### config.mk
export PLATFORM = sky130hd
export DESIGN_NAME = branch_predict_ctrl_flat
export DESIGN_NICKNAME = d
export VERILOG_FILES = /design/src/rtl/branch_predict_ctrl_if.sv /design/src/rtl/branch_predict_ctrl.sv /design/src/flat_wrapper.sv
export SDC_FILE = /design/constraint.sdc
export NUM_CORES = 2
export LEC_CHECK = 0
export ABC_AREA = 1
export CAP_MARGIN = 20
export CORE_MARGIN = 2
export CORE_UTILIZATION = 61
export DETAILED_ROUTE_END_ITERATION = 8
export HOLD_SLACK_MARGIN = 0.05
export PLACE_DENSITY = 0.81
export SLEW_MARGIN = 0
export SYNTH_ARGS = -nofsm -noshare
export SYNTH_HDL_FRONTEND = slang
export SYNTH_SLANG_ARGS = --single-unit
### constraint.sdc
create_clock -name clk -period 2.5 [get_ports clk]
set_input_delay 0.25 -clock clk [delete_from_list [all_inputs] [get_ports clk]]
set_output_delay 0.25 -clock clk [all_outputs]
set_load 0.03 [all_outputs]
### src/rtl/branch_predict_ctrl_if.sv
// Fetch-lookup, EX-resolve and redirect bundle between the
// pipeline and the branch predictor.
interface branch_predict_ctrl_if #(
  parameter int PC_W  = 32,
  parameter int CNT_W = 16
);
  logic [PC_W-1:0]  pc_f;
  logic             pred_taken_f;
  logic [PC_W-1:0]  pred_target_f;
  logic             ex_valid;
  logic [1:0]       ex_jtype;
  logic [PC_W-1:0]  ex_pc;
  logic             ex_taken;
  logic [PC_W-1:0]  ex_target;
  logic             ex_pred_taken;
  logic [PC_W-1:0]  ex_pred_target;
  logic             redirect;
  logic [PC_W-1:0]  redirect_pc;
  logic [CNT_W-1:0] stat_branches;
  logic [CNT_W-1:0] stat_mispredicts;

  modport master (
    output pc_f,
    output ex_valid,
    output ex_jtype,
    output ex_pc,
    output ex_taken,
    output ex_target,
    output ex_pred_taken,
    output ex_pred_target,
    input  pred_taken_f,
    input  pred_target_f,
    input  redirect,
    input  redirect_pc,
    input  stat_branches,
    input  stat_mispredicts
  );

  modport slave (
    input  pc_f,
    input  ex_valid,
    input  ex_jtype,
    input  ex_pc,
    input  ex_taken,
    input  ex_target,
    input  ex_pred_taken,
    input  ex_pred_target,
    output pred_taken_f,
    output pred_target_f,
    output redirect,
    output redirect_pc,
    output stat_branches,
    output stat_mispredicts
  );
endinterface

### src/rtl/branch_predict_ctrl.sv
// Direct-mapped BHT/BTB predictor with EX-stage mispredict
// detection, PC redirect, table training and saturating stats.
module branch_predict_ctrl #(
  parameter int IDX_W = 4,
  parameter int PC_W  = 32,
  parameter int CNT_W = 16
) (
  input  logic clk,
  input  logic rst,
  branch_predict_ctrl_if.slave bus
);
  localparam int DEPTH = 1 << IDX_W;
  localparam int TAG_W = PC_W - IDX_W - 2;

  logic [1:0]       bht_q     [DEPTH];
  logic [1:0]       bht_d     [DEPTH];
  logic [DEPTH-1:0] btb_v_q;
  logic [DEPTH-1:0] btb_v_d;
  logic [TAG_W-1:0] btb_tag_q [DEPTH];
  logic [TAG_W-1:0] btb_tag_d [DEPTH];
  logic [PC_W-1:0]  btb_tgt_q [DEPTH];
  logic [PC_W-1:0]  btb_tgt_d [DEPTH];
  logic [CNT_W-1:0] st_br_q;
  logic [CNT_W-1:0] st_br_d;
  logic [CNT_W-1:0] st_mp_q;
  logic [CNT_W-1:0] st_mp_d;

  logic [IDX_W-1:0] f_idx;
  logic [TAG_W-1:0] f_tag;
  logic             f_hit;
  logic [IDX_W-1:0] e_idx;
  logic [TAG_W-1:0] e_tag;
  logic             res;
  logic             is_cond;
  logic             is_jump;
  logic             dir_miss;
  logic             tgt_miss;
  logic             mispredict;
  logic             unused_pc_lsb;

  assign unused_pc_lsb = ^{bus.pc_f[1:0], bus.ex_pc[1:0]};

  assign f_idx = bus.pc_f[IDX_W+1:2];
  assign f_tag = bus.pc_f[PC_W-1:IDX_W+2];
  assign f_hit = btb_v_q[f_idx] & (btb_tag_q[f_idx] == f_tag);

  assign bus.pred_taken_f  = rst & f_hit & bht_q[f_idx][1];
  assign bus.pred_target_f = f_hit ? btb_tgt_q[f_idx] : '0;

  assign e_idx   = bus.ex_pc[IDX_W+1:2];
  assign e_tag   = bus.ex_pc[PC_W-1:IDX_W+2];
  assign res     = rst & bus.ex_valid & (bus.ex_jtype != 2'b00);
  assign is_cond = bus.ex_jtype == 2'b11;
  assign is_jump = (bus.ex_jtype == 2'b01) | (bus.ex_jtype == 2'b10);

  assign dir_miss = bus.ex_taken != bus.ex_pred_taken;
  assign tgt_miss = bus.ex_taken & bus.ex_pred_taken &
                    (bus.ex_target != bus.ex_pred_target);
  assign mispredict = res & (dir_miss | tgt_miss);

  // Fall-through PC whenever no taken redirect is in flight
  assign bus.redirect    = mispredict;
  assign bus.redirect_pc = (mispredict & bus.ex_taken) ?
                           bus.ex_target :
                           bus.ex_pc + PC_W'(4);

  assign bus.stat_branches    = st_br_q;
  assign bus.stat_mispredicts = st_mp_q;

  always_comb begin
    bht_d     = bht_q;
    btb_v_d   = btb_v_q;
    btb_tag_d = btb_tag_q;
    btb_tgt_d = btb_tgt_q;
    if (res) begin
      unique case (1'b1)
        is_cond: begin
          if (bus.ex_taken) begin
            if (bht_q[e_idx] != 2'b11)
              bht_d[e_idx] = bht_q[e_idx] + 2'b01;
          end else begin
            if (bht_q[e_idx] != 2'b00)
              bht_d[e_idx] = bht_q[e_idx] - 2'b01;
          end
        end
        is_jump: bht_d[e_idx] = 2'b11;
        default: ;
      endcase
      if (bus.ex_taken) begin
        btb_v_d[e_idx]   = 1'b1;
        btb_tag_d[e_idx] = e_tag;
        btb_tgt_d[e_idx] = bus.ex_target;
      end
    end
  end

  always_comb begin
    st_br_d = st_br_q;
    st_mp_d = st_mp_q;
    if (res && (st_br_q != '1))
      st_br_d = st_br_q + CNT_W'(1);
    if (mispredict && (st_mp_q != '1))
      st_mp_d = st_mp_q + CNT_W'(1);
  end

  always_ff @(posedge clk or negedge rst) begin
    if (!rst) begin
      for (int k = 0; k < DEPTH; k++) begin
        bht_q[k]     <= 2'b01;
        btb_tag_q[k] <= '0;
        btb_tgt_q[k] <= '0;
      end
      btb_v_q <= '0;
      st_br_q <= '0;
      st_mp_q <= '0;
    end else begin
      bht_q     <= bht_d;
      btb_v_q   <= btb_v_d;
      btb_tag_q <= btb_tag_d;
      btb_tgt_q <= btb_tgt_d;
      st_br_q   <= st_br_d;
      st_mp_q   <= st_mp_d;
    end
  end
endmodule

### src/flat_wrapper.sv
// flat-port wrapper written by rule: the top's interface ports become plain ports
module branch_predict_ctrl_flat 
#(
  parameter int IDX_W = 4,
  parameter int PC_W  = 32,
  parameter int CNT_W = 16
)
  (clk, rst, bus_pc_f, bus_ex_valid, bus_ex_jtype, bus_ex_pc, bus_ex_taken, bus_ex_target, bus_ex_pred_taken, bus_ex_pred_target, bus_pred_taken_f, bus_pred_target_f, bus_redirect, bus_redirect_pc, bus_stat_branches, bus_stat_mispredicts);
  branch_predict_ctrl_if #(.PC_W(PC_W), .CNT_W(CNT_W)) bus_i ();
  input  logic clk;
  input  logic rst;
  input wire logic [$bits(bus_i.pc_f)-1:0] bus_pc_f;
  input wire logic [$bits(bus_i.ex_valid)-1:0] bus_ex_valid;
  input wire logic [$bits(bus_i.ex_jtype)-1:0] bus_ex_jtype;
  input wire logic [$bits(bus_i.ex_pc)-1:0] bus_ex_pc;
  input wire logic [$bits(bus_i.ex_taken)-1:0] bus_ex_taken;
  input wire logic [$bits(bus_i.ex_target)-1:0] bus_ex_target;
  input wire logic [$bits(bus_i.ex_pred_taken)-1:0] bus_ex_pred_taken;
  input wire logic [$bits(bus_i.ex_pred_target)-1:0] bus_ex_pred_target;
  output wire logic [$bits(bus_i.pred_taken_f)-1:0] bus_pred_taken_f;
  output wire logic [$bits(bus_i.pred_target_f)-1:0] bus_pred_target_f;
  output wire logic [$bits(bus_i.redirect)-1:0] bus_redirect;
  output wire logic [$bits(bus_i.redirect_pc)-1:0] bus_redirect_pc;
  output wire logic [$bits(bus_i.stat_branches)-1:0] bus_stat_branches;
  output wire logic [$bits(bus_i.stat_mispredicts)-1:0] bus_stat_mispredicts;
  assign bus_i.pc_f = bus_pc_f;
  assign bus_i.ex_valid = bus_ex_valid;
  assign bus_i.ex_jtype = bus_ex_jtype;
  assign bus_i.ex_pc = bus_ex_pc;
  assign bus_i.ex_taken = bus_ex_taken;
  assign bus_i.ex_target = bus_ex_target;
  assign bus_i.ex_pred_taken = bus_ex_pred_taken;
  assign bus_i.ex_pred_target = bus_ex_pred_target;
  assign bus_pred_taken_f = bus_i.pred_taken_f;
  assign bus_pred_target_f = bus_i.pred_target_f;
  assign bus_redirect = bus_i.redirect;
  assign bus_redirect_pc = bus_i.redirect_pc;
  assign bus_stat_branches = bus_i.stat_branches;
  assign bus_stat_mispredicts = bus_i.stat_mispredicts;
  branch_predict_ctrl #(.IDX_W(IDX_W), .PC_W(PC_W), .CNT_W(CNT_W)) u_core (.clk(clk), .rst(rst), .bus(bus_i));
endmodule
* Word-level counts from Yosys, hierarchy flattened
Cells that the tools add are included.
Widths: inputs -> output; s select.
** Cells by class
- Multiplexer cells :: 32
- Bitwise gates (word level) :: 15
- Shift-type cells :: 0
- Div/mod/pow operators :: 0
- Multiply operators :: 0
- Order comparisons :: 6
- Add/sub/neg operators :: 5
- Reduce and logical (&&, ||, !) cells :: 9
- Eq/ne operators :: 11
** Operator list (count)
- $bwmux 512 :: 1
- $bwmux 416 :: 1
- $mux 32 :: 8
- $bmux 32 s4 :: 1
- $demux 32 s4 :: 1
- $bmux 26 s4 :: 1
- $demux 26 s4 :: 1
- $mux 26 :: 3
- $bwmux 32 :: 2
- $pmux 32 s2 :: 1
- $add 16x1->16 const B :: 2
- $add 32x3->32 const B :: 1
- $ne 16x16->1 const B :: 2
- $ne 32x32->1 :: 1
- $or 32x32->32 :: 1
- $eq 26x26->1 :: 1
- $bmux 2 s4 :: 2
- $or 16x16->16 :: 1
- $ge 5x5->1 const B :: 2
- $lt 4x5->1 const B :: 2
- $mux 2 :: 5
- $not 4->5 :: 2
- $and 1x1->1 :: 9
- $demux 2 s4 :: 1
- 17 further kinds :: 26
** Storage, ports and cells
- Memory bits (read-only) :: 0
- Memories kept :: 0
- Word-level logic and storage cells :: 129
- Output and inout bits :: 98
- Register bits after elaboration :: 1008
- Latch bits :: 0
- RAM bits :: 0

* Logic depth before layout (Yosys ltp)
- Depth after elaboration :: 9
- Gate-level depth with buffers :: 18
- Depth with buffers taken out :: 15

* Worst setup path after synthesis
OpenSTA, ideal clock, no wires.
- Path type :: input to output
- Start :: in bus_ex_jtype[0]
- End :: out bus_redirect_pc[0]
- Arrival :: 2.283 ns
- Slack :: -0.033 ns
- Cell stages on the path :: 9
- Buffers on the path :: 2
- Cell sequence :: inv_1 > ha_1 > nor2_1 > inv_1 > nor2_1 > buf_2 > nand2_1 > clkbuf_1 > o21ai_0
** Between the ends
- Longest elaborated chain between the ends :: 5
** RTL lines
- start: declaration :: RTL line flat_wrapper.sv:14 : input wire logic [$bits(bus_i.ex_jtype)-1:0] bus_ex_jtype;
- $reduce_bool 2->1 :: RTL line branch_predict_ctrl.sv:52 : assign res = rst & bus.ex_valid & (bus.ex_jtype != 2'b00);
- $and 1x1->1 :: RTL line branch_predict_ctrl.sv:52
- $and 1x1->1 :: RTL line branch_predict_ctrl.sv:59 : assign mispredict = res & (dir_miss | tgt_miss);
- $and 1x1->1 :: RTL line branch_predict_ctrl.sv:63 : assign bus.redirect_pc = (mispredict & bus.ex_taken) ?
- $mux 32 :: RTL line branch_predict_ctrl.sv:63
- end: declaration :: RTL line flat_wrapper.sv:23 : output wire logic [$bits(bus_i.redirect_pc)-1:0] bus_redirect_pc;
Every way passes these cells.

* Worst setup path after layout
- Start :: reg u_core.btb_tag_q[26] (netlist bit)
- End :: out bus_pred_target_f[21]
** Between the ends
- Longest elaborated chain between the ends :: 6
** RTL lines
- start: declaration :: RTL line branch_predict_ctrl.sv:19 : logic [TAG_W-1:0] btb_tag_q [DEPTH];
- start signal: assignment :: RTL line branch_predict_ctrl.sv:119 : btb_tag_q <= btb_tag_d;
- $bmux 26 s4 :: RTL line branch_predict_ctrl.sv:45 : assign f_hit = btb_v_q[f_idx] & (btb_tag_q[f_idx] == f_tag);
- $mux 26 (implied by the code) (2 in series) :: RTL line branch_predict_ctrl.sv:45
- $eq 26x26->1 :: RTL line branch_predict_ctrl.sv:45
- $and 1x1->1 :: RTL line branch_predict_ctrl.sv:45
- $mux 32 :: RTL line branch_predict_ctrl.sv:48 : assign bus.pred_target_f = f_hit ? btb_tgt_q[f_idx] : '0;
- end: declaration :: RTL line flat_wrapper.sv:21 : output wire logic [$bits(bus_i.pred_target_f)-1:0] bus_pred_target_f;
Every way passes these cells. The select of a mux whose other input is x is not followed.

==> impl_metrics.toml <==
[layout]
drive_gt1_frac = 0.141
area_growth_syn_to_layout_pct = 23.8
diodes = 0
final_cells = 7330
nets = 6350
layout.cells.most_common = "nand2_1"
final_cell_mix = "1894 x nand2_1, 1049 x o21ai_0, 992 x dfrtp_1"
final_util = 0.764

[clock_tree]
cts_root_buf = "clkbuf_16"
cts_made_buffers = 104
cts_max_level = 3
cts_sinks = 1008
clockBufferDepth = 3
cts_tree = "built"
path_clk_slew_ns = 0.06
clock_latency_ns = 0.69

[hold_path]
hp-class = "in2async"

[die]
core_um2 = 77500
die_h_um = 284
die_w_um = 284
num_io_pins = 233
start_util = 0.617
dieArea_um2 = 80600
row_count = 102

[power_and_ir_drop]
clkPwrFrac = 0.390
pwr_density_cell_nw_per_um2 = 713
switching_share = 0.279
ir_drop_uv = 563
p_seq_frac = 0.460
p_comb_frac = 0.150
p_sw_uw = 11800
cellLeakagePower_uw = 0.0279
internal_power_uw = 30400

[critical_path]
cp.arrival_ns = 3.00
cp_max_fo = 5
cp-start-kind = "flip-flop"
timing.rr.start = "u_core.bht_q[2]"
crit_type = "reg2out"
reg2reg_to = "u_core.bht_q[25]"
reg2reg_depth = 11
cp.required_ns = 2.25
worst_setup_path_end_kind = "output port"
reg2reg_slack_ns = 0.02

[synth]
synth_top_area_share = 0.519
synth-simple-area-share = 0.211
syn_nets = 6063
syn-instance-count = 5917
ys_warn_count = 0
muxShareOfSynthArea = 0.000942
synth_compound_area_frac = 0.178
syn_avg_cell_area_um2 = 8.08
synthTopCellsByArea = "dfrtp_1 52%, nand2_1 15%, o21ai_0 11%"
yosysSeqAreaShare = 0.528
syn-cell-area_um2 = 47800
yosysUniqueCellTypes = 39
yosysTopAreaCell = "dfrtp_1"
synthXorXnorAreaFrac = 0.0137
synth_top_family_by_area = "simple AND/OR/NAND/NOR gates"
synth_seq_cells = 1008
synth_fa_ha_area_frac = 0.00288

[timing]
setup_viol = 48
period_share = 1.30
hold_violations = 0
fmax_mhz = 308
setup_slack_ns = -0.745
fin_crit_ns = 3.25
finClkSkew_ns = 0.0232
slew_headroom = 0.273
worst-slew-pin-transition_ns = 1.08
slew_violations = 0
rsz0062_at_grt = "yes"
whs_ns = 0.201

[global_routing]
first_global_vias = 44300
antenna_found_initial = 0
grt.total_usage = 0.388
grt_max_degree = 178
grt_overflow = 0
grt_first_pass_wirelength_um = 247000

[drt]
drt_iter0_drc = 5968
wire_per_inst_um = 22.0
top_layer = "met4"
route.met3.wl_um = 18500
met2WireLength_um = 72700
wl_um = 161000
dr_total_vias = 45700
drt_drc_violations_left = 0
viasPerCell = 6.24
wl_met1_um = 58900
first_pass_iters = 9
ant_nets = 0

[status]
status = "finished, violations left"
violations = "negative setup slack"

[place]
dp_hpwl_um = 96400
placed_cells = 7078
gp_congestion = 0.964
port_buffers = 230

[run]
drv_cap = 0
[per-stage QoR]
step	total power (uW)	setup WS, ns	cell area, um2	setup TNS (ns)
after detailed placement	25500	-0.733	53900	-47.79
after global placement	25200	-0.702	53900	-41.29
final	42200	-0.745	59200	-25.04
after CTS	41900	-0.635	58500	-18.08
after global routing	43800	-0.847	59200	-29.26
after floorplan	22900	-0.0331	47800	-0.0662
[sequential cells by signal, indices dropped and copies added (netlist names)]
signal and count:
u_core.bus.stat_branches 16, u_core.btb_v_q 16, u_core.btb_tgt_q 512, u_core.bus.stat_mispredicts 16, u_core.bht_q 32, u_core.btb_tag_q 416
[cell families after synthesis]
group	after synthesis
multiplexers	4
flip-flops	1008
buffers and inverters	743
AND/OR/NAND/NOR	2515
adder cells (fa/ha/maj)	11
AO/OA/AOI/OAI	1561
XOR/XNOR	75
[how the worst max path moves through the flow]
| stage | from | to | cells after the start |
|---|---|---|---|
| after global placement | bus_ex_target[29] | u_core.bus.stat_mispredicts[5] | 16 |
| final | u_core.btb_tag_q[26] | bus_pred_target_f[21] | 16 |
| after detailed placement | bus_ex_target[28] | u_core.bus.stat_mispredicts[2] | 16 |
| after CTS | u_core.btb_tag_q[103] | bus_pred_target_f[9] | 14 |
| after floorplan | bus_ex_jtype[0] | bus_redirect_pc[0] | 9 |
| after global routing | u_core.btb_tag_q[26] | bus_pred_target_f[0] | 16 |
[what timing repair did]
| item | 4_1_cts | 5_1_grt |
|---|---|---|
| pin swaps | 38 | 73 |
| gates cloned | 11 | 4 |
| hold buffers | 1 | 0 |
| gates resized for setup | 217 | 165 |
| hold endpoints to repair | 22 | 0 |
| buffers inserted | 24 | 20 |
| endpoints found under the setup margin | 69 | 96 |
[area by class of cell]
type                    count  area (um2)
clock buffers             146        3000
clock inverters            46         639
fillers                  5198       18300
inverters                 274        1050
multi-input cells        4167       20400
flip-flops and latches   1008       25200
well taps                1040        1300
repair buffers            649        7480
[per-layer routing]
metal  global-route usage  vias to the layer above
li1                     -                    20100
met1                0.497                    21900
met3               0.0856                      659
met2                0.601                     3071
met5                    0                        -
met4                0.244                        0
[cell usage after synthesis]
cell,instances
a21oi_1,263
a221o_1,8
a221oi_1,108
a32o_1,8
buf_1,27
buf_2,110
buf_4,16
buf_6,16
clkbuf_1,300
clkinv_1,2
dfrtp_1,992
dfstp_2,16
ha_1,11
inv_1,269
inv_2,3
mux2_2,4
nand2_1,1940
nand2_2,1
nand3_1,268
nand3_4,1
nand3b_1,5
nand4_1,12
nor2_1,217
nor2_2,10
nor3_1,20
nor3_2,30
nor3b_1,1
nor4_1,5
o211ai_1,39
o21a_1,1
o21ai_0,1090
o21ai_1,5
o221ai_1,3
o22ai_1,4
o31ai_1,32
or2_1,2
or2_2,3
xnor2_1,37
xor2_1,38
[worst max-delay path, stage by stage (launching register included)]
cell     delay [ns]
dfrtp_1        0.38
nor2_1         0.14
nor2_1         0.07
o21ai_0        0.08
nand3_1        0.12
nand3_2        0.14
nand2_1        0.06
nand2_1        0.05
nand2_1        0.07
nor2_1         0.11
nand2_1        0.10
nor2_4         0.23
buf_12         0.17
nand2_8        0.10
buf_12         0.17
nor3_4         0.16
buf_6          0.16
[power by group through the flow]
stage	combinational, uW	sequential (uW)	clock (uW)
floorplan	3400	19500	0
global placement	5720	19500	0
detailed placement	5930	19600	0
CTS	6100	19300	16500
global route	7030	19600	17200
finish	6340	19400	16500
(Power assumes the default switching activity.)
